**config.mk**
```make
export PLATFORM = sky130hd
export DESIGN_NAME = sprite_motion_ctrl_flat
export DESIGN_NICKNAME = d
export VERILOG_FILES = /design/src/rtl/vga_pkg.sv /design/src/rtl/sprite_motion_ctrl_if.sv /design/src/rtl/sprite_motion_ctrl_btn_debounce.sv /design/src/rtl/sprite_motion_ctrl.sv /design/src/flat_wrapper.sv
export SDC_FILE = /design/constraint.sdc
export NUM_CORES = 1
export LEC_CHECK = 0
export BUFFER_PORTS_ARGS = -buffer_cell sky130_fd_sc_hd__buf_2
export CORE_MARGIN = 10
export CORE_UTILIZATION = 50
export CTS_CLUSTER_DIAMETER = 120
export CTS_CLUSTER_SIZE = 8
export DETAILED_ROUTE_END_ITERATION = 8
export GPL_TIMING_DRIVEN = 0
export PLACE_DENSITY_LB_ADDON = 0.08
export SYNTH_ARGS = -nofsm -noshare
export SYNTH_HDL_FRONTEND = slang
export SYNTH_SLANG_ARGS = --single-unit
export TNS_END_PERCENT = 10
```
**constraint.sdc**
```tcl
create_clock -name iVGA_CLK -period 2.9 [get_ports iVGA_CLK]
set_input_delay 0.145 -clock iVGA_CLK [delete_from_list [all_inputs] [get_ports iVGA_CLK]]
set_output_delay 0.145 -clock iVGA_CLK [all_outputs]
set_load 0.1 [all_outputs]
```
**src/rtl/vga_pkg.sv**
```systemverilog
// rtl/vga_pkg.sv - shared VGA geometry, coordinate widths, FSM encoding and axis helpers
package vga_pkg;
  localparam int SCREEN_W = 640;
  localparam int SCREEN_H = 480;
  localparam int XW       = 10;
  localparam int YW       = 9;
  localparam int AW       = 19;

  localparam logic [2:0] S_WAIT   = 3'd0;
  localparam logic [2:0] S_SAMPLE = 3'd1;
  localparam logic [2:0] S_MOVE   = 3'd2;
  localparam logic [2:0] S_ADDR   = 3'd3;
  localparam logic [2:0] S_COMMIT = 3'd4;

  typedef struct packed {
    logic up;
    logic down;
    logic left;
    logic right;
  } dir_t;

  // Opposite directions cancel; 11-bit math keeps the saturation free of wrap.
  function automatic logic [10:0] step_axis(input logic [10:0] pos, input logic dec,
                                            input logic inc, input logic [10:0] step,
                                            input logic [10:0] lim);
    logic [10:0] r;
    r = pos;
    if (dec && !inc) r = (pos < step) ? 11'd0 : pos - step;
    else if (inc && !dec) r = ((pos + step) > lim) ? lim : pos + step;
    return r;
  endfunction

  function automatic logic [10:0] clamp_to(input logic [10:0] v, input logic [10:0] lim);
    return (v > lim) ? lim : v;
  endfunction
endpackage

```
**src/rtl/sprite_motion_ctrl_if.sv**
```systemverilog
// rtl/sprite_motion_ctrl_if.sv - button/vsync/load inputs and committed position outputs
interface sprite_motion_ctrl_if;
  import vga_pkg::*;

  logic          iVS;
  logic          mUp;
  logic          mDown;
  logic          mLeft;
  logic          mRight;
  logic          iLoad;
  logic [XW-1:0] iLoadX;
  logic [YW-1:0] iLoadY;
  logic [XW-1:0] oPosX;
  logic [YW-1:0] oPosY;
  logic [AW-1:0] oTopLeft;
  logic          oMoving;

  modport master (output iVS, mUp, mDown, mLeft, mRight, iLoad, iLoadX, iLoadY,
                  input  oPosX, oPosY, oTopLeft, oMoving);
  modport slave  (input  iVS, mUp, mDown, mLeft, mRight, iLoad, iLoadX, iLoadY,
                  output oPosX, oPosY, oTopLeft, oMoving);
endinterface

```
**src/rtl/sprite_motion_ctrl_btn_debounce.sv**
```systemverilog
// rtl/sprite_motion_ctrl_btn_debounce.sv - 2-flop synchronizer plus stable-level counter
// for one active-low button; level_o is active high.
module btn_debounce #(
  parameter int DEB_CYCLES = 50000
) (
  input  logic clk_i,
  input  logic rst_i,
  input  logic btn_ni,
  output logic level_o
);
  localparam int             CW      = $clog2(DEB_CYCLES + 1);
  localparam logic [CW-1:0] CNT_MAX = CW'(DEB_CYCLES - 1);

  logic          sync1_q, sync2_q, prev_q, level_q;
  logic [CW-1:0] cnt_q;
  logic          lvl;

  assign lvl     = ~sync2_q;
  assign level_o = level_q;

  always_ff @(posedge clk_i) begin
    if (rst_i) begin
      sync1_q <= 1'b1;
      sync2_q <= 1'b1;
      prev_q  <= 1'b0;
      cnt_q   <= '0;
      level_q <= 1'b0;
    end else begin
      sync1_q <= btn_ni;
      sync2_q <= sync1_q;
      prev_q  <= lvl;
      if (lvl != prev_q) cnt_q <= '0;
      else if (cnt_q != CNT_MAX) cnt_q <= cnt_q + CW'(1);
      else level_q <= prev_q;
    end
  end
endmodule

```
**src/rtl/sprite_motion_ctrl.sv**
```systemverilog
// rtl/sprite_motion_ctrl.sv - frame-synchronous sprite position scheduler
// Moves the sprite at most once per FRAME_DIV frames, only during vsync.
module sprite_motion_ctrl
  import vga_pkg::*;
#(
  parameter int SPRITE_W   = 50,
  parameter int SPRITE_H   = 50,
  parameter int STEP       = 1,
  parameter int FRAME_DIV  = 1,
  parameter int DEB_CYCLES = 50000,
  parameter int INIT_X     = 40,
  parameter int INIT_Y     = 1
) (
  input  logic                 iVGA_CLK,
  input  logic                 iRST,
  sprite_motion_ctrl_if.slave  bus
);
  localparam logic [10:0]   MAX_X   = 11'(SCREEN_W - SPRITE_W);
  localparam logic [10:0]   MAX_Y   = 11'(SCREEN_H - SPRITE_H);
  localparam logic [10:0]   STEP_W  = 11'(STEP);
  localparam logic [7:0]    FD_LAST = 8'(FRAME_DIV - 1);
  localparam logic [XW-1:0] RST_X   = XW'(INIT_X);
  localparam logic [YW-1:0] RST_Y   = YW'(INIT_Y);
  localparam logic [AW-1:0] RST_A   = AW'(INIT_Y * SCREEN_W + INIT_X);

  logic [3:0]    deb;
  logic          vs1_q, vs2_q, vs3_q, vs_start;
  logic [2:0]    state_q, state_d;
  logic [7:0]    frame_cnt_q;
  logic          load_pend_q, load_next_q;
  dir_t          dir_q;
  logic [XW-1:0] nx_q, nx_d, pos_x_q;
  logic [YW-1:0] ny_q, ny_d, pos_y_q;
  logic [AW-1:0] ta, addr_q;
  logic          moving_q;

  btn_debounce #(.DEB_CYCLES(DEB_CYCLES)) u_deb_up
    (.clk_i(iVGA_CLK), .rst_i(iRST), .btn_ni(bus.mUp), .level_o(deb[3]));
  btn_debounce #(.DEB_CYCLES(DEB_CYCLES)) u_deb_down
    (.clk_i(iVGA_CLK), .rst_i(iRST), .btn_ni(bus.mDown), .level_o(deb[2]));
  btn_debounce #(.DEB_CYCLES(DEB_CYCLES)) u_deb_left
    (.clk_i(iVGA_CLK), .rst_i(iRST), .btn_ni(bus.mLeft), .level_o(deb[1]));
  btn_debounce #(.DEB_CYCLES(DEB_CYCLES)) u_deb_right
    (.clk_i(iVGA_CLK), .rst_i(iRST), .btn_ni(bus.mRight), .level_o(deb[0]));

  assign vs_start     = vs3_q & ~vs2_q;
  assign bus.oPosX    = pos_x_q;
  assign bus.oPosY    = pos_y_q;
  assign bus.oTopLeft = addr_q;
  assign bus.oMoving  = moving_q;

  always_comb begin
    state_d = state_q;
    case (state_q)
      S_WAIT:   if (vs_start && (frame_cnt_q == FD_LAST || load_pend_q)) state_d = S_SAMPLE;
      S_SAMPLE: state_d = S_MOVE;
      S_MOVE:   state_d = S_ADDR;
      S_ADDR:   state_d = S_COMMIT;
      default:  state_d = S_WAIT;
    endcase
  end

  always_comb begin
    if (load_pend_q) begin
      nx_d = XW'(clamp_to({1'b0, bus.iLoadX}, MAX_X));
      ny_d = YW'(clamp_to({2'b0, bus.iLoadY}, MAX_Y));
    end else begin
      nx_d = XW'(step_axis({1'b0, pos_x_q}, dir_q.left, dir_q.right, STEP_W, MAX_X));
      ny_d = YW'(step_axis({2'b0, pos_y_q}, dir_q.up, dir_q.down, STEP_W, MAX_Y));
    end
  end

  always_comb begin
    if (SCREEN_W == 640) ta = (AW'(ny_q) << 9) + (AW'(ny_q) << 7) + AW'(nx_q);
    else ta = AW'(ny_q) * AW'(SCREEN_W) + AW'(nx_q);
  end

  always_ff @(posedge iVGA_CLK) begin
    if (iRST) begin
      vs1_q       <= 1'b1;
      vs2_q       <= 1'b1;
      vs3_q       <= 1'b1;
      state_q     <= S_WAIT;
      frame_cnt_q <= '0;
      load_pend_q <= 1'b0;
      load_next_q <= 1'b0;
      dir_q       <= '0;
      nx_q        <= RST_X;
      ny_q        <= RST_Y;
      pos_x_q     <= RST_X;
      pos_y_q     <= RST_Y;
      addr_q      <= RST_A;
      moving_q    <= 1'b0;
    end else begin
      vs1_q   <= bus.iVS;
      vs2_q   <= vs1_q;
      vs3_q   <= vs2_q;
      state_q <= state_d;
      if (state_q == S_WAIT && vs_start)
        frame_cnt_q <= (state_d == S_SAMPLE) ? 8'd0 : frame_cnt_q + 8'd1;
      // a load arriving after the sequence has started waits for the next frame
      if (state_q == S_COMMIT) begin
        load_pend_q <= load_next_q | bus.iLoad;
        load_next_q <= 1'b0;
      end else if (state_q == S_WAIT) begin
        if (bus.iLoad) load_pend_q <= 1'b1;
      end else if (bus.iLoad) begin
        load_next_q <= 1'b1;
      end
      if (state_q == S_SAMPLE) dir_q <= deb;
      if (state_q == S_MOVE) begin
        nx_q <= nx_d;
        ny_q <= ny_d;
      end
      if (state_q == S_ADDR) begin
        pos_x_q  <= nx_q;
        pos_y_q  <= ny_q;
        addr_q   <= ta;
        moving_q <= (nx_q != pos_x_q) || (ny_q != pos_y_q);
      end
    end
  end
endmodule
```
**src/flat_wrapper.sv**
```systemverilog
// flat-port wrapper written by rule: the top's interface ports become plain ports
module sprite_motion_ctrl_flat import vga_pkg::*;
#(
  parameter int SPRITE_W   = 50,
  parameter int SPRITE_H   = 50,
  parameter int STEP       = 1,
  parameter int FRAME_DIV  = 1,
  parameter int DEB_CYCLES = 50000,
  parameter int INIT_X     = 40,
  parameter int INIT_Y     = 1
)
  (iVGA_CLK, iRST, bus_iVS, bus_mUp, bus_mDown, bus_mLeft, bus_mRight, bus_iLoad, bus_iLoadX, bus_iLoadY, bus_oPosX, bus_oPosY, bus_oTopLeft, bus_oMoving);
  sprite_motion_ctrl_if bus_i ();
  input  logic iVGA_CLK;
  input  logic iRST;
  input wire logic [$bits(bus_i.iVS)-1:0] bus_iVS;
  input wire logic [$bits(bus_i.mUp)-1:0] bus_mUp;
  input wire logic [$bits(bus_i.mDown)-1:0] bus_mDown;
  input wire logic [$bits(bus_i.mLeft)-1:0] bus_mLeft;
  input wire logic [$bits(bus_i.mRight)-1:0] bus_mRight;
  input wire logic [$bits(bus_i.iLoad)-1:0] bus_iLoad;
  input wire logic [$bits(bus_i.iLoadX)-1:0] bus_iLoadX;
  input wire logic [$bits(bus_i.iLoadY)-1:0] bus_iLoadY;
  output wire logic [$bits(bus_i.oPosX)-1:0] bus_oPosX;
  output wire logic [$bits(bus_i.oPosY)-1:0] bus_oPosY;
  output wire logic [$bits(bus_i.oTopLeft)-1:0] bus_oTopLeft;
  output wire logic [$bits(bus_i.oMoving)-1:0] bus_oMoving;
  assign bus_i.iVS = bus_iVS;
  assign bus_i.mUp = bus_mUp;
  assign bus_i.mDown = bus_mDown;
  assign bus_i.mLeft = bus_mLeft;
  assign bus_i.mRight = bus_mRight;
  assign bus_i.iLoad = bus_iLoad;
  assign bus_i.iLoadX = bus_iLoadX;
  assign bus_i.iLoadY = bus_iLoadY;
  assign bus_oPosX = bus_i.oPosX;
  assign bus_oPosY = bus_i.oPosY;
  assign bus_oTopLeft = bus_i.oTopLeft;
  assign bus_oMoving = bus_i.oMoving;
  sprite_motion_ctrl #(.SPRITE_W(SPRITE_W), .SPRITE_H(SPRITE_H), .STEP(STEP), .FRAME_DIV(FRAME_DIV), .DEB_CYCLES(DEB_CYCLES), .INIT_X(INIT_X), .INIT_Y(INIT_Y)) u_core (.iVGA_CLK(iVGA_CLK), .iRST(iRST), .bus(bus_i));
endmodule
```
==> results of run 1 <==
==> kinds of logic after synthesis <==
logic type	count (synthesis)	share of synthesized area [%]
xor gates and xnor gates	100	10.4
AOI/OAI and AO/OA	202	15.2
DFF	151	35.7
muxes	7	0.828
and+or+nand+nor	479	28.4
buffers and inverters	86	4.70
adders and majority gates	31	4.76
==> worst register-to-register path, cell delays in order, from the launching register on <==
cell and delay, ns:
dfxtp_2 0.40, fa_1 0.49, fa_1 0.48, a21o_1 0.22, a21oi_2 0.17, o21ai_1 0.12, o41a_1 0.36, a221oi_1 0.25
a211oi_1 0.09
==> power by group <==
| group | internal [mW] | switching (mW) |
|---|---|---|
| Combinational | 0.119 | 0.209 |
| Sequential | 2.11 | 0.0430 |
| Clock | 1.50 | 0.922 |
==> registers in the layout, indices dropped and copies added, names as in the netlist, 3 cells and up <==
| register | cells |
|---|---|
| u_core.u_deb_down.cnt_q | 16 |
| u_core.bus.oPosY | 9 |
| u_core.u_deb_right.cnt_q | 16 |
| u_core.bus.oTopLeft | 19 |
| u_core.dir_q | 4 |
| u_core.u_deb_up.cnt_q | 16 |
| u_core.frame_cnt_q | 8 |
| u_core.ny_q | 9 |
| u_core.nx_q | 10 |
| u_core.u_deb_left.cnt_q | 16 |
| u_core.state_q | 3 |
| u_core.bus.oPosX | 3 |
==> per-layer routing <==
metal / up-vias / share of wire (%) / GRT usage [%]
li1: 3902 / - / -
met1: 3557 / 46 / 26.6
met3: 39 / 5.4 / 4.50
met2: 238 / 47 / 33.6
met4: 0 / 1.9 / 6.71
met5: - / 0 / 0
==> cell type report <==
class                           instances  area share [%]
Multi-Input combinational cell        819            51.6
Sequential cell                       151            31.0
Inverter                               26           0.999
Clock inverter                         13            1.96
Clock buffer                           19            4.64
Timing Repair Buffer                   70            3.84
Tap cell                              220            2.82
Buffer                                 60            3.07
==> cells in the final DEF, fill, tap and decap left out, drive strengths merged, types with 11 or more instances in the layout <==
master  synthesis  routed
dfxtp         151     151
nand2         124     124
nor2          122     122
buf            30      95
a21oi          68      68
xnor2          58      58
o21ai          50      50
clkbuf         30      49
nand3          44      44
xor2           42      42
nor3           31      31
ha             29      29
inv            24      27
nand4          26      26
and3           19      19
or2            17      17
or3            16      16
nand3b         15      15
a211oi         14      14
nor4           14      14
a31oi          11      11
==> worst paths after layout <==
check	start	endpoint	slack, ns	depth (start not counted)
worst max-delay path	u_core.ny_q[2]	u_core.bus.oTopLeft[18]	0.18	8
worst min register to register	u_core.u_deb_up.sync1_q	u_core.u_deb_up.sync2_q	0.41	1
worst min-delay path	bus_iLoad	u_core.load_next_q	0.02	3
worst max register to register	u_core.ny_q[2]	u_core.bus.oTopLeft[18]	0.18	8
==> stage by stage <==
stage	cells	utilization, %
floorplan	1056	-
global placement	1341	54.7
detailed placement	1341	54.7
CTS	1378	58.9
global route	1378	58.9
finish	1378	58.9
==> timing repair <==
action,4_1_cts,5_1_grt
hold buffers,5,0
resized for setup,1,4
setup endpoints to repair,1,1
hold endpoints to repair,5,0
==> flow_summary_export.csv, run 1 <==
group,metric,value,unit
floorplanning,io_pins,66,
final_layout,ff_latch_area,3030,um2
synthesis,synth_area,8460,um2
placement,place_worst_setup_slack,0.0115,ns
timing,max_slew_margin,27.9,%
synthesis,synth_edf_count,0,
timing,drv_slew,0,
timing,rsz0062_at_grt,"false",
timing,hold_viol,0,
clock_network,cts_buffers,17,
synthesis,synth-async-reset-ratio,0,%
synthesis,synth_cell_types,75,
route,drt-vias-per-instance,5.61,
pwr,p_per_area,502,nW/um2
placement,post_dp_cell_area,9060,um2
route,drt-initial-drc-count,562,
floorplanning,die-area,22500,um2
timing,setup_tns,0,ns
run,maxCapViolCount,0,
final_layout,post-route-cell-area,9770,um2
clock_network,cts_tree,"built",
critical_path,cp_common_cell,"fa_1",
clock_network,clkSinkCount,151,
synthesis,ys_warn_count,0,
pwr,max-vdd-ir-drop,0.000450,V
route,wirelength,23100,um
global_routing,grt_first_pass_wirelength,37500,um
synthesis,ys_ff_latch,151,
critical_path,critPathCaptureType,"flop",
synthesis,synth_nets,1114,
timing,min_period,2.72,ns
timing,finClkSkew,0.0105,ns
critical_path,critPathKind,"reg2reg",
clock_network,htreeDepth,4,
synthesis,ys_seq_area_share,35.7,%
worst_hold_path,holdCritPathClass,"in2reg",
critical_path,path_max_fanout,5,
synthesis,yosys.area.top_type,"dfxtp_1",
timing,fmax,368,MHz
route,wl_per_cell,16.8,um
final_layout,fill_cells,1597,
pwr,p_leak,3.74,nW
timing,layout_setup_ws,0.180,ns
final_layout,layout.nets,1203,
synthesis,syn_area_per_cell,8.01,um2
critical_path,cp_cell_sequence,"fa_1, fa_1, a21o_1, a21oi_2, o21ai_1, o41a_1, a221oi_1, a211oi_1",
clock_network,cts_root_buffer,"clkbuf_16",
pwr,p_total,4.90,mW
critical_path,path_delay_family,"compound AO/OA/AOI/OAI gates",
timing,finalSetupViolCount,0,
clock_network,path_clk_slew,0.06,ns
global_routing,antenna_found_initial,0,
global_routing,grtUsageTotal,20.6,%
final_layout,diodes,0,
route,first_pass_iters,5,
floorplanning,rows,47,
clock_network,clkLatencyLatePin,0.43,ns
critical_path,required,3.19,ns
floorplanning,start_util,51.0,%
timing,whs,0.0230,ns
floorplanning,die_h,150,um
critical_path,critPathBufInv,0,
final_layout,area_delta_synth_final,15.4,%
placement,place_congestion,0.925,
clock_network,clockBufferDepth,2,
synthesis,synth_ff_type,"dfxtp_1",
route,drc,0,
global_routing,grt_pass1_vias,7269,
clock_network,postCtsSetupRepairBufs,0,
critical_path,arrival,3.01,ns
synthesis,yosysMostFrequentCell,"dfxtp_1",
synthesis,yosys-top-cells-area,"dfxtp_1 36%, xnor2_1 6.0%, nand2_1 5.5%",
floorplanning,coreArea,16600,um2
final_layout,multi_input_area,5040,um2
route,ant_nets,0,
synthesis,yosysTopAreaCellShare,35.7,%
floorplanning,die_x,150,um
synthesis,synthTopCellsByCount,"151 x dfxtp_1, 124 x nand2_1, 122 x nor2_1",
timing,tightest_slew,1.07,ns
placement,dpl.hpwl,16900,um
critical_path,crit_path_top_delay_cell,"fa_1",
route,routed-via-count,7736,
critical_path,critPathMaxStageDelay,0.49,ns
global_routing,grt_remaining_overflow,0,
synthesis,synth_cells,1056,
placement,portBuffers,65,
run_status,status,"finished clean",
timing,fin_crit_sh,93.8,%
critical_path,start_kind,"flop",
global_routing,grt_max_degree,17,
final_layout,drive_gt1_share,13.5,%
(Power assumes the default switching activity.)
==> run 2, diff against run 1 <==
HOLD_SLACK_MARGIN = 0.06   (was default)
==> run 2 against run 1 <==
Against the previous run: hold slack improved by 0.073 ns; largest power group unchanged; clock power about the same; combinational power barely moved; sequential power about the same; core utilization rose by 0.12 points.
==> flow_summary_export.csv, run 2 (synthesized netlist as in run 1, its figures left out) <==
group,metric,value,unit
run_status,status,"finished clean",
floorplanning,die_h,150,um
timing,min_period,2.72,ns
critical_path,critPathKind,"reg2reg",
final_layout,largest_reg_flops,19,
global_routing,grt_max_degree,17,
final_layout,diodes,0,
global_routing,grtUsageTotal,20.6,%
final_layout,final_cell_mix,"145 x dfxtp_1, 124 x nand2_1, 122 x nor2_1",
clock_network,clkSinkCount,151,
timing,fmax,367,MHz
worst_hold_path,holdCritPathClass,"in2reg",
critical_path,arrival,3.01,ns
clock_network,path_clk_slew,0.06,ns
route,first_pass_iters,5,
clock_network,cts_buffers,17,
timing,finClkSkew,0.0102,ns
final_layout,post-route-cell-area,9790,um2
global_routing,grt_pass1_vias,7282,
placement,dp.cells,1341,
route,drc,0,
final_layout,layout_commonest_cell,"dfxtp_1",
timing,tightest_slew,1.02,ns
floorplanning,start_util,51.0,%
route,ant_nets,0,
critical_path,path_max_fanout,5,
placement,dpl.hpwl,16900,um
route,drt-vias-per-instance,5.64,
pwr,p_total,4.91,mW
timing,max_slew_margin,31.2,%
pwr,p_per_area,502,nW/um2
final_layout,layout.nets,1205,
pwr,max-vdd-ir-drop,0.000450,V
global_routing,grt_remaining_overflow,0,
timing,drv_slew,0,
route,drt-initial-drc-count,554,
clock_network,clockBufferDepth,2,
final_layout,drive_gt1_share,13.4,%
floorplanning,io_pins,66,
final_layout,area_delta_synth_final,15.7,%
clock_network,cts_root_buffer,"clkbuf_16",
placement,portBuffers,65,
timing,fin_crit_sh,94.0,%
run,maxCapViolCount,0,
clock_network,clkLatencyLatePin,0.43,ns
critical_path,start_kind,"flop",
timing,finalSetupViolCount,0,
floorplanning,coreArea,16600,um2
floorplanning,rows,47,
timing,setup_tns,0,ns
global_routing,grt_first_pass_wirelength,37500,um
critical_path,required,3.19,ns
final_layout,fin_cells,1380,
clock_network,htreeDepth,4,
route,routed-via-count,7785,
placement,post_dp_cell_area,9060,um2
floorplanning,die-area,22500,um2
critical_path,critPathCaptureType,"flop",
timing,hold_viol,0,
route,wl_per_cell,16.7,um
global_routing,antenna_found_initial,0,
floorplanning,die_x,150,um
route,wirelength,23000,um
final_layout,fin_util,59.0,%
placement,place_congestion,0.925,
timing,rsz0062_at_grt,"false",
clock_network,cts_tree,"built",
pwr,p_leak,3.74,nW
## run 2: cell types whose count changed in the layout (fill, tap and decap cells not counted)
| cell | previous run | this run |
|---|---|---|
| dlygate4sd3_1 | 5 | 7 |
## run 2: cell type report
cell class	count	area, um2
sequential	151	3030
buffer	60	300
tap	220	275
inverter	26	97.6
clock buffer	19	453
clock inverter	13	191
fill	1595	6800
multi-input combinational	819	5040
timing repair buffer	72	395
## run 2: worst paths after layout
kind	start	endpoint	slack [ns]	cells after the start
setup / recovery	u_core.ny_q[2]	u_core.bus.oTopLeft[18]	0.18	8
hold / removal	bus_iLoadY[1]	u_core.ny_q[1]	0.1	3
hold reg to reg	u_core.u_deb_up.sync1_q	u_core.u_deb_up.sync2_q	0.41	1
setup reg to reg	u_core.ny_q[2]	u_core.bus.oTopLeft[18]	0.18	8
## run 2: stage by stage
stage	hold slack, ns	worst slack (ns)
final	0.0962	0.175
after global routing	0.106	0.0105
after CTS	0.0802	0.0484
after detailed placement	0.350	0.0115
after global placement	0.348	0.0294
after floorplan	0.249	0.0486
## run 2: timing repair
item	4_1_cts	5_1_grt
endpoints found under the setup margin	1	1
hold buffers	7	0
buffers inserted	0	0
endpoints found under the hold margin	7	0
resized for setup	1	4
## run 2: worst max-delay path, cell delays in order (launching register included)
cell and delay [ns]:
dfxtp_2 0.41, fa_1 0.49, fa_1 0.48, a21o_1 0.22, a21oi_2 0.17, o21ai_1 0.12
o41a_1 0.36, a221oi_1 0.25, a211oi_1 0.09
## run 2: power by group
group / total, mW / internal [mW] / switching, mW
combinational: 0.330 / 0.121 / 0.209
sequential: 2.16 / 2.11 / 0.0429
clock: 2.42 / 1.50 / 0.927
total: 4.91 / 3.73 / 1.18
## run 2: metal layers
metal	GRT usage (%)	vias to the layer above	wire, um
li1	-	3910	-
met5	0	-	0
met2	33.7	243	10800
met4	6.71	0	415
met3	4.50	37	1150
met1	26.5	3595	10700
